<file path="src/rtl/uart_tx_arbiter.sv">
// Round-robin arbiter sharing one UART transmitter between N_REQ byte producers.
// Optional done-wait watchdog is compiled in when UART_ARB_WDOG_EN is defined.
module uart_tx_arbiter #(
  parameter int N_REQ       = 4,
  parameter int WDOG_CYCLES = 32,
  localparam int GW         = (N_REQ > 1) ? $clog2(N_REQ) : 1
) (
  input  logic                 clk_baud,
  input  logic                 rst,
  input  logic [N_REQ-1:0]     req_valid,
  input  logic [8*N_REQ-1:0]   req_data,
  output logic [N_REQ-1:0]     req_ready,
  output logic [7:0]           tx_byte,
  output logic                 start_send,
  input  logic                 tx_done,
  output logic                 busy,
  output logic [GW-1:0]        grant_id,
  output logic                 wdog_err
);

  typedef enum logic [1:0] {
    S_IDLE  = 2'd0,
    S_START = 2'd1,
    S_WAIT  = 2'd2
  } state_t;

  state_t           r_state;
  state_t           w_state_next;
  logic [GW-1:0]    r_ptr;
  logic [GW-1:0]    r_grant_id;
  logic [7:0]       r_tx_byte;
  logic [GW-1:0]    w_sel;
  logic [GW-1:0]    w_ptr_next;
  logic [7:0]       w_sel_data;
  logic             w_found;
  logic             w_grant;
  logic [N_REQ-1:0] w_onehot;
  logic [GW-1:0]    w_cand [N_REQ];

  generate
    if (N_REQ < 2 || N_REQ > 8 || WDOG_CYCLES < 2 || WDOG_CYCLES > 256) begin : g_bad_params
      $error("uart_tx_arbiter: N_REQ must be 2..8 and WDOG_CYCLES 2..256");
    end
  endgenerate

  // Candidate k is requester (ptr + k) mod N_REQ, so the search starts at ptr.
  genvar gi;
  generate
    for (gi = 0; gi < N_REQ; gi++) begin : g_cand
      logic [GW:0] w_sum;
      assign w_sum       = {1'b0, r_ptr} + (GW+1)'(gi);
      assign w_cand[gi]  = (w_sum >= (GW+1)'(N_REQ)) ? GW'(w_sum - (GW+1)'(N_REQ)) : GW'(w_sum);
    end
  endgenerate

  always_comb begin
    w_found = 1'b0;
    w_sel   = '0;
    for (int k = 0; k < N_REQ; k++) begin
      if (!w_found && req_valid[w_cand[k]]) begin
        w_found = 1'b1;
        w_sel   = w_cand[k];
      end
    end
  end

  assign w_ptr_next = (w_sel == GW'(N_REQ - 1)) ? '0 : w_sel + 1'b1;
  assign w_sel_data = req_data[8*int'(w_sel) +: 8];
  assign w_onehot   = {{(N_REQ-1){1'b0}}, 1'b1} << w_sel;

`ifdef UART_ARB_WDOG_EN
  logic [7:0] r_wcnt;
  logic       r_wdog_err;
  logic       w_timeout;

  // A done in the final watchdog cycle still completes the byte normally.
  assign w_timeout = (r_state == S_WAIT) && !tx_done && (r_wcnt == 8'(WDOG_CYCLES - 1));

  always_ff @(posedge clk_baud) begin
    if (rst) begin
      r_wcnt     <= '0;
      r_wdog_err <= 1'b0;
    end else begin
      r_wdog_err <= w_timeout;
      if (r_state != S_WAIT) r_wcnt <= '0;
      else                   r_wcnt <= r_wcnt + 8'd1;
    end
  end

  assign wdog_err = r_wdog_err;
`else
  assign wdog_err = 1'b0;
`endif

  always_comb begin
    w_state_next = r_state;
    w_grant      = 1'b0;
    case (r_state)
      S_IDLE: begin
        if (w_found) begin
          w_state_next = S_START;
          w_grant      = 1'b1;
        end
      end
      S_START: w_state_next = S_WAIT;
      S_WAIT: begin
        if (tx_done) w_state_next = S_IDLE;
`ifdef UART_ARB_WDOG_EN
        else if (w_timeout) w_state_next = S_IDLE;
`endif
      end
      default: w_state_next = S_IDLE;
    endcase
  end

  always_ff @(posedge clk_baud) begin
    if (rst) begin
      r_state    <= S_IDLE;
      r_ptr      <= '0;
      r_tx_byte  <= '0;
      r_grant_id <= '0;
    end else begin
      r_state <= w_state_next;
      if (w_grant) begin
        r_tx_byte  <= w_sel_data;
        r_grant_id <= w_sel;
        r_ptr      <= w_ptr_next;
      end
    end
  end

  // Accept is masked during reset so no producer believes its byte was taken.
  assign req_ready  = (r_state == S_IDLE && w_found && !rst) ? w_onehot : '0;
  assign start_send = (r_state == S_START);
  assign busy       = (r_state != S_IDLE);
  assign tx_byte    = r_tx_byte;
  assign grant_id   = r_grant_id;

endmodule

</file>
<file path="config.mk">
export PLATFORM = sky130hd
export DESIGN_NAME = uart_tx_arbiter
export DESIGN_NICKNAME = d
export VERILOG_FILES = /design/src/rtl/uart_tx_arbiter.sv
export SDC_FILE = /design/constraint.sdc
export NUM_CORES = 1
export LEC_CHECK = 0
export CAP_MARGIN = 20
export CORE_MARGIN = 5
export CORE_UTILIZATION = 38
export CTS_CLUSTER_SIZE = 12
export DETAILED_ROUTE_END_ITERATION = 7
export PLACE_DENSITY = 0.84
export SYNTH_ARGS = -nofsm -noshare
export SYNTH_HDL_FRONTEND = slang
export SYNTH_SLANG_ARGS = --single-unit
</file>
<file path="constraint.sdc">
create_clock -name clk_baud -period 4.3 [get_ports clk_baud]
set_input_delay 0.86 -clock clk_baud [delete_from_list [all_inputs] [get_ports clk_baud]]
set_output_delay 0.86 -clock clk_baud [all_outputs]
set_load 0.02 [all_outputs]
</file>
==> metrics.md <==
| Metric | Value |
|---|---|
| Status | complete, no violations |
| R2r startpoint | r_ptr[1] |
| Reg2Reg Depth | 6 |
| CTS tree | yes |
| WL met2 | 1440 um |
| Hold_buf cts | 0 |
| Starting density of the core | 0.392 |
| Worst EP required | 3.44 ns |
| Path type of the worst min-delay path | reg2reg |
| Synth Area per Inst | 9.44 um2 |
| Grt ovf | 0 |
| Worst-path clk slew | 0.08 ns |
| Hold Fails Final Rpt | 0 |
| Drt wl/cell | 14.7 um |
| Post-synthesis sequential area ratio | 0.330 |
| Final instance area | 1420 um2 |
| Die H | 57.3 um |
| Ports | 56 |
| F_max | 261 MHz |
| Met3 routed WL | 127 um |
| DR pass1 iterations | 4 |
| Max Cap Viol | 0 |
| Core area | 2170 um2 |
| Pleak | 0.000555 uW |
| Mapped Area | 850 um2 |
| Final wirelength | 2540 um |
| Initial DRC Count | 17 |
| Post-CTS sizing | 0 |
| Startpoint Class | primary input |
| Max layer used | met4 |
| Period minus WS final | 3.84 ns |
| RSZ-0062 raised after global routing | no |
| RD Place Congestion | 0.810 |
| Mapped Cells | 90 |
| Diodes inserted | 0 |
| R2R Path End | tx_byte[4] |
| Headroom to the max-slew limit | 0.626 |
| Largest net degree at the start of global routing | 12 |
| Clock Skew | 0.00887 ns |
| #FFs+latches synth | 14 |
| Synthesized Nets | 129 |
| DRC Markers | 0 |
| Netlist cell types | 28 |
| Area delta synth->final | 67.6% |
| CTS H-tree depth | 1 |
| Area after DPL | 1390 um2 |
| WP data arrival | 2.98 ns |
| Yosys top cell area share | 0.330 |
| Die width | 57.3 um |
| CTS sink cnt | 14 |
| Global-route wire length before repair | 4150 um |
| Worst ir drop on vdd | 240 uV |
| Row Count | 17 |
| Crit path launch | req_valid[0] |
| Synth warn | 0 |
| Final Max Tran Viols | 0 |
| Worst Tran Pin Value | 0.559 ns |
| Clk root buf | clkbuf_4 |
| Clock Tree Buf Depth | 2 |
| Num CTS Buffers | 3 |
| CP max FO | 10 |
| DP HPWL | 2130 um |
| GRT Overall Usage | 0.162 |
| Via count | 886 |
| Vias in the first global route | 913 |
| Crit path to | req_ready[1] |
| Final worst slack | 0.461 ns |
| Via-per-instance ratio | 5.12 |
| Setup TNS | 0 ns |
| Clk Latency, worst-skew pair | 0.28 ns |
| CP Capture Type | primary output |
| PwrDens | 345 nW/um2 |
| Antenna-violating nets left | 0 |
| I/O Buffers | 54 |
| Final period utilization | 0.893 |
| Area leader, netlist | dfxtp_1 |
| Dpl ws | 0.452 ns |
| Final net count | 185 |
| Ranking of synthesized cells by area | dfxtp_1 (33%), mux2i_1 (19%), o221ai_1 (8.2%) |
| R2R setup slack | 2.45 ns |
| Post-CTS Setup Bufs | 0 |
| Final setup violating endpoints | 0 |
| CP Class | in2out |
| Layout cells sized above 1 | 0.0966 |
| Die area | 3280 um2 |
| Wl on met1 | 911 um |
| Initial antenna violation count | 0 |
-- through the flow --
| step | utilization | instances | hold WS (ns) | total power, uW |
|---|---|---|---|---|
| floorplan | - | 90 | 0.480 | 309 |
| global placement | 0.640 | 169 | 0.443 | 396 |
| detailed placement | 0.640 | 169 | 0.457 | 402 |
| CTS | 0.656 | 173 | 0.473 | 497 |
| global route | 0.656 | 173 | 0.481 | 518 |
| finish | 0.656 | 173 | 0.466 | 491 |
-- kinds of logic after synthesis --
group	after synthesis	share of synthesized area
flip-flops	14	0.330
XOR/XNOR	1	0.0103
AND/OR/NAND/NOR	27	0.153
AO/OA/AOI/OAI	22	0.239
multiplexers	16	0.189
buffers and inverters	9	0.0751
other	1	0.00441
-- sequential cells by signal (all words and copies together), names as in the netlist --
signal,cells
grant_id,2
tx_byte,8
r_state,2
r_ptr,2
-- how the worst min path moves through the flow --
stage | from | end | depth (start not counted)
2_1_floorplan | r_ptr[0] | r_ptr[0] | 2
4_1_cts | grant_id[1] | grant_id[1] | 2
6_report | grant_id[1] | grant_id[1] | 2
5_1_grt | grant_id[1] | grant_id[1] | 2
3_3_place_gp | tx_byte[6] | tx_byte[6] | 2
3_5_place_dp | tx_byte[2] | tx_byte[2] | 2
-- metal layers --
metal,track usage,vias to the layer above
met5,0,-
met4,0.0563,0
met3,0.0430,5
met2,0.302,31
met1,0.173,413
li1,-,437
-- area by class of cell --
class	count	area (um2)
Timing Repair Buffer	55	548
Clock buffer	4	36.3
Tap cell	28	35.0
Multi-Input combinational cell	67	505
Fill cell	178	746
Inverter	5	18.8
Sequential cell	14	280
-- cells in the mapped netlist --
cell type,n
mux2i_1,16
dfxtp_1,14
nor2_1,11
nand2_1,10
o221ai_1,8
inv_1,5
a21oi_1,4
buf_6,2
a211oi_2,1
a211oi_4,1
a21o_1,1
a21oi_2,1
a221oi_1,1
a22oi_1,1
a311oi_2,1
buf_4,1
buf_8,1
conb_1,1
nand2_2,1
nand2b_1,1
nand2b_4,1
nor2_4,1
nor2b_1,1
o22a_2,1
o22ai_1,1
o41ai_2,1
or2b_1,1
xnor2_1,1
-- layout by cell type, fill, tap and decap left out, drive strengths merged --
master	count
clkdlybuf4s50	54
mux2i	16
dfxtp	14
nor2	12
nand2	11
o221ai	8
inv	5
a21oi	5
clkbuf	4
nand2b	2
a211oi	2
nor2b	1
a21o	1
o22a	1
o22ai	1
or2b	1
o41ai	1
a311oi	1
a221oi	1
a22oi	1
xnor2	1
conb	1
buf	1
-- worst max-delay path, cell delays in order --
cell and delay, ns:
clkdlybuf4s50_1 0.49, inv_1 0.12, o22ai_1 0.13, a211oi_4 0.39, nand2_2 0.23, nor2_1 0.14, clkdlybuf4s50_1 0.62
-- power breakdown --
part | total [uW] | switching, uW | internal (uW)
sequential | 169 | 16.6 | 153
combinational | 228 | 108 | 120
clock | 93.7 | 42.2 | 51.5
total | 491 | 166 | 324
(Power assumes the default switching activity.)
